File: config.mk
export PLATFORM = sky130hd
export DESIGN_NAME = pc_branch_ctrl
export DESIGN_NICKNAME = d
export VERILOG_FILES = /design/src/rtl/pc_branch_ctrl.sv
export SDC_FILE = /design/constraint.sdc
export NUM_CORES = 1
export LEC_CHECK = 0
export ABC_AREA = 0
export CAP_MARGIN = 20
export CORE_UTILIZATION = 43
export DETAILED_ROUTE_END_ITERATION = 6
export PLACE_DENSITY = 0.77
export SYNTH_ARGS = -nofsm -noshare
export SYNTH_HDL_FRONTEND = slang
export SYNTH_SLANG_ARGS = --single-unit
File: constraint.sdc
create_clock -name CLK -period 1.9 [get_ports CLK]
set_input_delay 0.19 -clock CLK [delete_from_list [all_inputs] [get_ports CLK]]
set_output_delay 0.19 -clock CLK [all_outputs]
set_load 0.05 [all_outputs]
File: src/rtl/pc_branch_ctrl.sv
// Fetch-PC generator with BEQ/BNE/JUMP redirect, fixed-length post-redirect
// flush window, one-cycle TAKEN pulse and a wrapping redirect counter.
module pc_branch_ctrl #(
  parameter logic [31:0] RESET_PC     = 32'h0000_0000,
  parameter int unsigned FLUSH_CYCLES = 2
) (
  input  logic        CLK,
  input  logic        RST_N,
  input  logic        STALL,
  input  logic        BR_VALID,
  input  logic        BR_TYPE,
  input  logic        JUMP,
  input  logic        BR_EQ,
  input  logic [31:0] BR_PC,
  input  logic [31:0] BR_IMM,
  output logic [31:0] PC,
  output logic        FLUSH,
  output logic        TAKEN,
  output logic [15:0] BR_CNT
);

  if (FLUSH_CYCLES < 1 || FLUSH_CYCLES > 7) begin : g_bad_flush_cycles
    $error("pc_branch_ctrl: FLUSH_CYCLES must be in 1..7");
  end

  localparam logic [2:0] FLUSH_LOAD = 3'(FLUSH_CYCLES);

  typedef enum logic {RUN, FLSH} state_e;

  state_e      state_q, state_d;
  logic [2:0]  cnt_q, cnt_d;
  logic [31:0] pc_q, pc_d;
  logic        flush_q, flush_d;
  logic        taken_q, taken_d;
  logic [15:0] brcnt_q, brcnt_d;

  logic        cond;
  logic        take;
  logic [31:0] target;
  logic [31:0] seq_pc;

  always_comb begin
    cond   = JUMP | (~BR_TYPE & BR_EQ) | (BR_TYPE & ~BR_EQ);
    take   = BR_VALID & (state_q == RUN) & cond;
    target = (BR_PC + BR_IMM) & ~32'h0000_0003;
    seq_pc = STALL ? pc_q : pc_q + 32'd4;
  end

  always_comb begin
    state_d = state_q;
    cnt_d   = cnt_q;
    pc_d    = seq_pc;
    flush_d = flush_q;
    taken_d = 1'b0;
    brcnt_d = brcnt_q;
    case (state_q)
      RUN: begin
        // A redirect wins over STALL: the target is loaded even when fetch is held.
        if (take) begin
          pc_d    = target;
          state_d = FLSH;
          cnt_d   = FLUSH_LOAD;
          flush_d = 1'b1;
          taken_d = 1'b1;
          brcnt_d = brcnt_q + 16'd1;
        end
      end
      FLSH: begin
        cnt_d = cnt_q - 3'd1;
        if (cnt_q == 3'd1) begin
          state_d = RUN;
          flush_d = 1'b0;
        end
      end
      default: state_d = RUN;
    endcase
  end

  always_ff @(posedge CLK or negedge RST_N) begin
    if (!RST_N) begin
      state_q <= RUN;
      cnt_q   <= '0;
      pc_q    <= RESET_PC;
      flush_q <= 1'b0;
      taken_q <= 1'b0;
      brcnt_q <= '0;
    end else begin
      state_q <= state_d;
      cnt_q   <= cnt_d;
      pc_q    <= pc_d;
      flush_q <= flush_d;
      taken_q <= taken_d;
      brcnt_q <= brcnt_d;
    end
  end

  assign PC     = pc_q;
  assign FLUSH  = flush_q;
  assign TAKEN  = taken_q;
  assign BR_CNT = brcnt_q;

endmodule

==> results of run 1 <==
-- worst paths after layout --
kind | end | slack, ns | cells after the start
min | BR_CNT[8] | -0.01 | 2
min reg2reg | BR_CNT[15] | 0.48 | 1
max | PC[29] | -0.33 | 11
max in group asynchronous | PC[18] | 1.42 | 2
min in group CLK | PC[17] | 0.37 | 5
max reg2reg | PC[29] | -0.31 | 8
-- power groups by stage --
| stage | clock (uW) | sequential [uW] | combinational [uW] |
|---|---|---|---|
| after floorplan | 0 | 3290 | 1230 |
| after global placement | 0 | 1890 | 4450 |
| after detailed placement | 0 | 1920 | 4570 |
| after CTS | 665 | 1910 | 4750 |
| after global routing | 718 | 2010 | 5330 |
| final | 680 | 1950 | 5100 |
-- worst register-to-register path: stages (launching register included) --
cell and delay [ns]:
dfrtp_2 0.38, and4_4 0.24, and4_4 0.23, nand4_1 0.14, nor4_2 0.29, xor2_1 0.29
nand2_1 0.10, a32o_1 0.23, a221oi_2 0.23
-- state kept, by name, summed over array words and instances, names as in the netlist --
name     count
FLUSH        1
state_q      1
TAKEN        1
PC          30
BR_CNT      16
cnt_q        3
-- what timing repair did --
action / in CTS / in global routing
pin swaps: 63 / 61
hold buffers: 0 / 0
buffers inserted: 18 / 16
gates resized for setup: 133 / 82
setup endpoints to repair: 23 / 25
-- area by class of cell --
type,instances,area [sq um]
clock buffers,5,68.8
clock inverters,3,23.8
fillers,502,1740
inverters,14,52.6
multi-input cells,367,3220
flip-flops and latches,52,1320
well taps,108,135
repair buffers,261,2240
-- layer usage --
layer  global-route usage  share of wire  vias to the layer above
met5                    0              0                        -
met2                0.500           0.52                      228
met1                0.301           0.37                     2238
met4                0.124          0.053                        0
met3               0.0496          0.055                       81
li1                     -              -                     2122
-- layout by cell type, fill, tap and decap left out, types with 19 or more instances in the layout --
cell	netlist	final
clkdlybuf4s50_1	0	66
xor2_1	31	31
ha_4	0	19
nand3_1	27	22
nor2_1	21	19
nand2_1	49	45
buf_4	2	134
xnor2_1	36	31
dfrtp_1	52	37
-- metrics by stage --
stage | TNS, ns | std cells | hold slack, ns | utilization | setup WS [ns]
after global routing | -3.53 | 810 | 0.0461 | 0.802 | -0.380
after detailed placement | -17.38 | 776 | 0.354 | 0.705 | -0.985
after CTS | -1.82 | 800 | 0.0152 | 0.759 | -0.303
final | -2.49 | 810 | -0.0104 | 0.802 | -0.334
after floorplan | -2.69 | 443 | -0.106 | - | -0.340
after global placement | -15.92 | 776 | 0.339 | 0.705 | -0.887
-- cell families (layout without fill, tap and decap cells) --
family,Yosys count,in the layout,share of synthesized area
other cells,1,2,0.000953
mux,1,1,0.00254
simple gates,155,155,0.201
compound gates,108,108,0.183
flops,52,52,0.331
fa+ha+maj,34,34,0.108
buf+inv,24,283,0.0248
xor+xnor,67,67,0.149
==> impl_metrics.toml, run 1 <==
[run_status]
status = "finished, violations left"
violations = "DRC, hold timing, setup timing"

[power_and_ir_drop]
internal_power_uw = 3910
power_leakage_uw = 0.00322
pwr-share-seq = 0.253
irDropWorstVdd_uv = 715
p_clk_frac = 0.088
power_density_nw_per_um2 = 1090
switchingPower_uw = 3820
combPwrFrac = 0.659
swShare = 0.494
finalPower_uw = 7730

[timing]
timing.final.ws_setup_ns = -0.334
fin_crit_sh = 1.18
max_freq_mhz = 448
hold_viol_final = 12
grt_setup_unrepaired = "yes"
drv_slew = 0
slew-limit-headroom = 0.494
final-setup-viol-count = 17
hold_slack_ns = -0.0104
worst_pin_slew_ns = 0.749
period_minus_slack_ns = 2.23
fin_skew_ns = 0.00417

[die]
die_y_um = 97.7
rows = 34
die_area_sq_um = 9540
ios = 121
die_w_um = 97.7
design.core.area_sq_um = 8810
start_util = 0.447

[route]
wl_um = 15100
ant_nets = 0
wl_per_cell_um = 18.7
vias_per_cell = 5.76
firstDrtPassIters = 7
drt-initial-drc-count = 221
via_count = 4669
drc_errors = 12

[clock_network]
clkSinkCount = 52
htree_levels = 2
cts_tree = "done"
cts-root-buf = "clkbuf_8"
cts_buffer_depth = 2
numCtsBuffers = 5
clock_latency_ns = 0.32
path_clk_slew_ns = 0.10

[worst_setup_path]
crit_path_max_fanout = 4
crit_buf_inv = 2
endpoint_kind = "register"
cp.required_ns = 2.14
critPathKind = "in2reg"
worstPathArrival_ns = 2.47
crit_path_frequent_cell = "a21oi_4"
crit_chain = "dlygate4sd2_1 -> ha_4 -> a21oi_4 -> o21ai_2 -> a221o_1 -> buf_6 -> nor2_4 -> a21oi_4 -> or2_4 -> a32o_1 -> a221oi_2"
cp_top_family = "compound AO/OA/AOI/OAI gates"
max_stage_delay_ns = 0.38
start_kind = "input pin"
cp_slowest_cell = "a221o_1"
crit_path_start = "BR_IMM[11]"
r2r_start = "PC[19]"

[layout]
fin_nets = 806
drive_above_1_share = 0.395
antenna_cells = 0
final_area_sq_um = 7060
synthToLayoutAreaGrowth_pct = 79.5

[global_routing]
grt_pass1_wl_um = 21100
grt-ovfl-total = 0
grt_usage = 0.271
grt_pass1_vias = 4675
grt_max_degree = 53
antenna_found_initial = 0

[logic_synthesis]
synth_edf_count = 0
synth_seq_cells = 52
netlist_area_sq_um = 3940
synth_common_cells = "dfrtp_1, nand2_1, xnor2_1"
synth_top_area_frac = 0.331
syn_inst = 442
async_reset_ff_frac = 1.00
synth_top_area_cell = "dfrtp_1"
yosys_warnings = 0
synth_top_flop_cell = "dfrtp_1"
ys_seq_area_frac = 0.331
ys_types = 58
avgSynthCellArea_sq_um = 8.90
synth.area.top_cells = "dfrtp_1, ha_1, xnor2_1, xor2_1, nand2_1"
yosysMostFrequentCell = "dfrtp_1"

[min_path]
hold_class = "in2async"

[place]
dp_hpwl_um = 9420
portBuffers = 118
dpl_cell_area_sq_um = 6210
gp_congestion = 0.903

[job]
drv_cap = 0
(Power assumes the default switching activity.)
==> inputs of run 2 (changes only) <==
--- a/config.mk
+++ b/config.mk
@@ -7,6 +7,7 @@
 export LEC_CHECK = 0
 export ABC_AREA = 0
 export CAP_MARGIN = 20
+export CORE_MARGIN = 5
 export CORE_UTILIZATION = 43
 export DETAILED_ROUTE_END_ITERATION = 6
 export PLACE_DENSITY = 0.77
==> run 2 against run 1 <==
The run ends with setup timing left. Count of clock-buffer cells in the layout unchanged. Non-clock buffer count increased by 4. Combinational power decreased by 1%. Die area increased by 17%. Cell area increased by 0.78%. Clock power decreased by 4.1%. Critical endpoint unchanged. Sequential share of layout area decreased by 0.14 points. Sequential power about the same. Setup slack got worse by 0.073 ns.
==> impl_metrics.toml, run 2 (synthesized netlist as in run 1, its figures left out) <==
[die]
die_y_um = 106
start_util = 0.434
ios = 121
die_w_um = 106
die_area_sq_um = 11200
rows = 35
design.core.area_sq_um = 9060

[layout]
mostFrequentLayoutCells = "buf_4, clkdlybuf4s50_1, nand2_1, dfrtp_1, xor2_1"
fin_nets = 810
drive_above_1_share = 0.397
final_area_sq_um = 7120
largest_reg_flops = 30
fillers = 555
final_util = 0.785
synthToLayoutAreaGrowth_pct = 80.9
mostFrequentLayoutCell = "buf_4"
antenna_cells = 0

[job]
drv_cap = 0

[route]
via_count = 4510
wl_per_cell_um = 18.0
drc_errors = 0
vias_per_cell = 5.52
firstDrtPassIters = 4
drt-initial-drc-count = 155
ant_nets = 0
wl_um = 14700

[global_routing]
grt_usage = 0.229
grt_pass1_wl_um = 21200
grt-ovfl-total = 0
grt_pass1_vias = 4597
antenna_found_initial = 0
grt_max_degree = 23

[timing]
hold_slack_ns = 0.355
worst_pin_slew_ns = 0.537
grt_setup_unrepaired = "yes"
fin_crit_sh = 1.21
timing.final.ws_setup_ns = -0.408
hold_viol_final = 0
drv_slew = 0
period_minus_slack_ns = 2.31
max_freq_mhz = 433
slew-limit-headroom = 0.641
fin_skew_ns = 0.00898
final-setup-viol-count = 20

[place]
dpl_cell_area_sq_um = 6170
dp_hpwl_um = 9550
portBuffers = 118
pre_cts_ws_ns = -1.04
gp_congestion = 0.858

[power_and_ir_drop]
finalPower_uw = 7620
power_leakage_uw = 0.00323
swShare = 0.488
power_density_nw_per_um2 = 1070
combPwrFrac = 0.662
p_clk_frac = 0.086
switchingPower_uw = 3720
pwr-share-seq = 0.253
irDropWorstVdd_uv = 879
internal_power_uw = 3900

[run_status]
status = "finished, violations left"
violations = "setup timing"

[worst_setup_path]
start_kind = "input pin"
endpoint_kind = "register"
cp.required_ns = 2.12
critPathKind = "in2reg"
worstPathArrival_ns = 2.52
crit_path_max_fanout = 4

[clock_network]
clock_latency_ns = 0.31
cts-root-buf = "clkbuf_8"
clkSinkCount = 52
path_clk_slew_ns = 0.10
cts_tree = "done"
cts_buffer_depth = 2
numCtsBuffers = 5
htree_levels = 2

[min_path]
hold_class = "in2async"
run 2: changes by cell type in the layout (fill, tap and decap cells not counted), moves of 2 or more:
cell | previous run | this run
a21oi_4 | 9 | 7
clkdlybuf4s50_1 | 66 | 68
a211oi_1 | 5 | 2
nand3_2 | 5 | 3
nand3_4 | 0 | 2
a21oi_1 | 15 | 17
nand2_1 | 45 | 47
buf_6 | 15 | 22
dlymetal6s2s_1 | 13 | 10
a211oi_2 | 1 | 5
run 2: per-stage QoR:
stage,cells,setup TNS [ns]
floorplan,443,-2.69
global placement,774,-15.70
detailed placement,774,-17.33
CTS,800,-2.30
global route,817,-5.29
finish,817,-3.90
run 2: path summary, 6_finish.rpt:
| kind | startpoint | endpoint | slack, ns | depth (start not counted) |
|---|---|---|---|---|
| setup / recovery | BR_IMM[16] | PC[29] | -0.41 | 11 |
| hold / removal | RST_N | cnt_q[2] | 0.36 | 2 |
| setup reg to reg | PC[19] | PC[29] | -0.32 | 8 |
| hold reg to reg | BR_CNT[15] | BR_CNT[15] | 0.49 | 1 |
| max in group asynchronous | RST_N | PC[10] | 0.90 | 3 |
| min in group CLK | BR_PC[16] | PC[17] | 0.42 | 5 |
run 2: cell type report:
type                            count  area, sq um  share of cell area
Clock buffer                        5         68.8             0.00967
Clock inverter                      3         21.3             0.00299
Inverter                           14         52.6             0.00738
Multi-Input combinational cell    367         3230               0.453
Sequential cell                    52         1320               0.185
Tap cell                          111          139              0.0195
Timing Repair Buffer              265         2290               0.322
run 2: layer usage:
layer / vias up / share of wire / GRT usage
met5: - / 0 / 0
met4: 0 / 0.035 / 0.0907
met3: 43 / 0.047 / 0.0361
met2: 173 / 0.53 / 0.425
met1: 2174 / 0.39 / 0.260
li1: 2120 / - / -
run 2: critical path, stage by stage:
cell	delay, ns
buf_6	0.10
ha_4	0.23
buf_4	0.15
and4_1	0.22
a221o_1	0.42
buf_6	0.15
nor2_4	0.13
a21oi_4	0.09
or2_4	0.30
a32o_2	0.28
a221oi_2	0.27
run 2: timing repair:
| item | 4_1_cts | 5_1_grt |
|---|---|---|
| setup endpoints to repair | 23 | 22 |
| hold buffers | 1 | 0 |
| pin swaps | 70 | 63 |
| gates resized for setup | 134 | 88 |
| setup buffers | 18 | 20 |
| endpoints found under the hold margin | 19 | 0 |
run 2: power groups by stage:
stage	Combinational [uW]	Clock, uW	Sequential, uW
floorplan	1230	0	3290
CTS	4720	648	1900
detailed placement	4530	0	1910
finish	5040	652	1930
global placement	4440	0	1880
global route	5320	710	1980
==> inputs of run 3 (changes only) <==
--- a/config.mk
+++ b/config.mk
@@ -6,11 +6,10 @@
 export NUM_CORES = 1
 export LEC_CHECK = 0
 export ABC_AREA = 0
-export CAP_MARGIN = 20
 export CORE_MARGIN = 5
-export CORE_UTILIZATION = 43
+export CORE_UTILIZATION = 48
 export DETAILED_ROUTE_END_ITERATION = 6
-export PLACE_DENSITY = 0.77
+export PLACE_DENSITY_LB_ADDON = 0.08
 export SYNTH_ARGS = -nofsm -noshare
 export SYNTH_HDL_FRONTEND = slang
 export SYNTH_SLANG_ARGS = --single-unit
==> constraint.sdc (replaced) <==
create_clock -name CLK -period 2.5 [get_ports CLK]
set_input_delay 0.25 -clock CLK [delete_from_list [all_inputs] [get_ports CLK]]
set_output_delay 0.25 -clock CLK [all_outputs]
set_load 0.05 [all_outputs]
==> run 3 against run 2 <==
Count of clock-buffer cells in the layout unchanged. Clock power fell by 22%. Clock skew decreased by 0.0032 ns. Sequential power down 20%. Critical endpoint is now PC[12]. The run now ends clean. Global-route usage down 1.3 points.
==> impl_metrics.toml, run 3 (synthesized netlist as in run 1, its figures left out) <==
[worst_setup_path]
cp.required_ns = 2.70
cp_slowest_cell = "clkdlybuf4s50_1"
worstPathArrival_ns = 2.60
crit_chain = "clkdlybuf4s50_1 -> ha_1 -> buf_4 -> a21oi_4 -> a21oi_2 -> buf_4 -> buf_4 -> or2_2 -> a21o_1 -> a21oi_1 -> xor2_1 -> o21ai_0"
critPathKind = "in2reg"
crit_path_max_fanout = 3
endpoint_kind = "register"
crit_path_frequent_cell = "buf_4"
max_stage_delay_ns = 0.40
start_kind = "input pin"

[die]
start_util = 0.486
die_area_sq_um = 10100
die_y_um = 101
die_w_um = 101
ios = 121
rows = 33
design.core.area_sq_um = 8090

[clock_network]
path_clk_slew_ns = 0.10
clkSinkCount = 52
numCtsBuffers = 5
cts_buffer_depth = 2
htree_levels = 2
cts_tree = "done"
cts-root-buf = "clkbuf_8"
clock_latency_ns = 0.32
holdBufCountCts = 0

[route]
via_count = 4002
drt-initial-drc-count = 182
wl_per_cell_um = 15.5
vias_per_cell = 5.44
wl_um = 11400
drc_errors = 0
firstDrtPassIters = 4
ant_nets = 0

[global_routing]
grt_pass1_vias = 3994
antenna_found_initial = 0
grt_pass1_wl_um = 18000
grt-ovfl-total = 0
grt_usage = 0.216
grt_max_degree = 53

[layout]
antenna_cells = 0
synthToLayoutAreaGrowth_pct = 55.5
drive_above_1_share = 0.197
final_util = 0.756
mostFrequentLayoutCell = "clkdlybuf4s50_1"
largest_reg_flops = 30
fin_nets = 735
mostFrequentLayoutCells = "clkdlybuf4s50_1, buf_4, dfrtp_1, nand2_1, xnor2_1"
fillers = 625

[timing]
fin_skew_ns = 0.00577
hold_slack_ns = 0.0426
hold_viol_final = 0
drv_slew = 0
final-setup-viol-count = 0
fin_crit_sh = 0.960
max_freq_mhz = 417
grt_setup_unrepaired = "yes"
slew-limit-headroom = 0.549
period_minus_slack_ns = 2.40
worst_pin_slew_ns = 0.677

[place]
gp_congestion = 0.852
portBuffers = 118
dp_hpwl_um = 8680

[job]
drv_cap = 0

[run_status]
status = "finished, final reports clean"

[power_and_ir_drop]
finalPower_uw = 5140
power_leakage_uw = 0.00278
irDropWorstVdd_uv = 739
power_density_nw_per_um2 = 840

[min_path]
hold_class = "in2async"
[run 3: what timing repair did]
item                                    4_1_cts  5_1_grt
buffers inserted                              3        5
endpoints found under the setup margin        7       15
cloned                                        0        0
resized for setup                             6       52
endpoints found under the hold margin         0        0
pin swaps                                    14       31
[run 3: area by class of cell]
type	count	area, sq um	area share
multi-input cells	367	2790	0.456
repair buffers	190	1750	0.286
flip-flops and latches	52	1300	0.213
well taps	105	131	0.0215
clock buffers	5	68.8	0.0112
inverters	14	52.6	0.00859
clock inverters	3	22.5	0.00368
[run 3: worst max-delay path, delay by kind of cell]
kind / cells / cell delay, ns
buf+inv: 4 / 0.84
compound gates: 5 / 0.75
fa+ha+maj: 1 / 0.31
simple gates: 1 / 0.29
xor+xnor: 1 / 0.16
[run 3: power breakdown]
group | switching, uW | leakage [uW] | internal, uW | total, uW
sequential | 393 | 0.000650 | 1160 | 1550
combinational | 1850 | 0.00208 | 1230 | 3080
clock | 308 | 0.0000485 | 201 | 509
total | 2550 | 0.00278 | 2590 | 5140
[run 3: layer usage]
layer | share of wire | wire length [um] | global-route usage | up-vias
li1 | - | - | - | 1979
met1 | 0.41 | 4710 | 0.270 | 1886
met2 | 0.51 | 5770 | 0.377 | 119
met3 | 0.062 | 703 | 0.0457 | 18
met4 | 0.017 | 188 | 0.0580 | 0
met5 | 0 | 0 | 0 | -
[run 3: worst paths after layout]
| check | endpoint | slack [ns] | depth (start not counted) | startpoint |
|---|---|---|---|---|
| setup reg to reg | PC[29] | 0.17 | 8 | PC[19] |
| hold reg to reg | BR_CNT[11] | 0.50 | 1 | BR_CNT[11] |
| hold / removal | state_q | 0.04 | 2 | RST_N |
| max in group asynchronous | PC[3] | 1.97 | 2 | RST_N |
| setup / recovery | PC[12] | 0.1 | 12 | BR_PC[6] |
| min in group CLK | PC[17] | 0.45 | 5 | BR_PC[16] |
[run 3: metrics by stage]
| stage | worst slack, ns | area [sq um] | TNS (ns) | std cells |
|---|---|---|---|---|
| global route | -0.00607 | 6120 | -0.00607 | 736 |
| detailed placement | -0.497 | 5700 | -5.41 | 720 |
| CTS | 0.00911 | 5830 | 0 | 731 |
| floorplan | 0.0376 | 3940 | 0 | 443 |
| finish | 0.0995 | 6120 | 0 | 736 |
| global placement | -0.415 | 5700 | -4.26 | 720 |
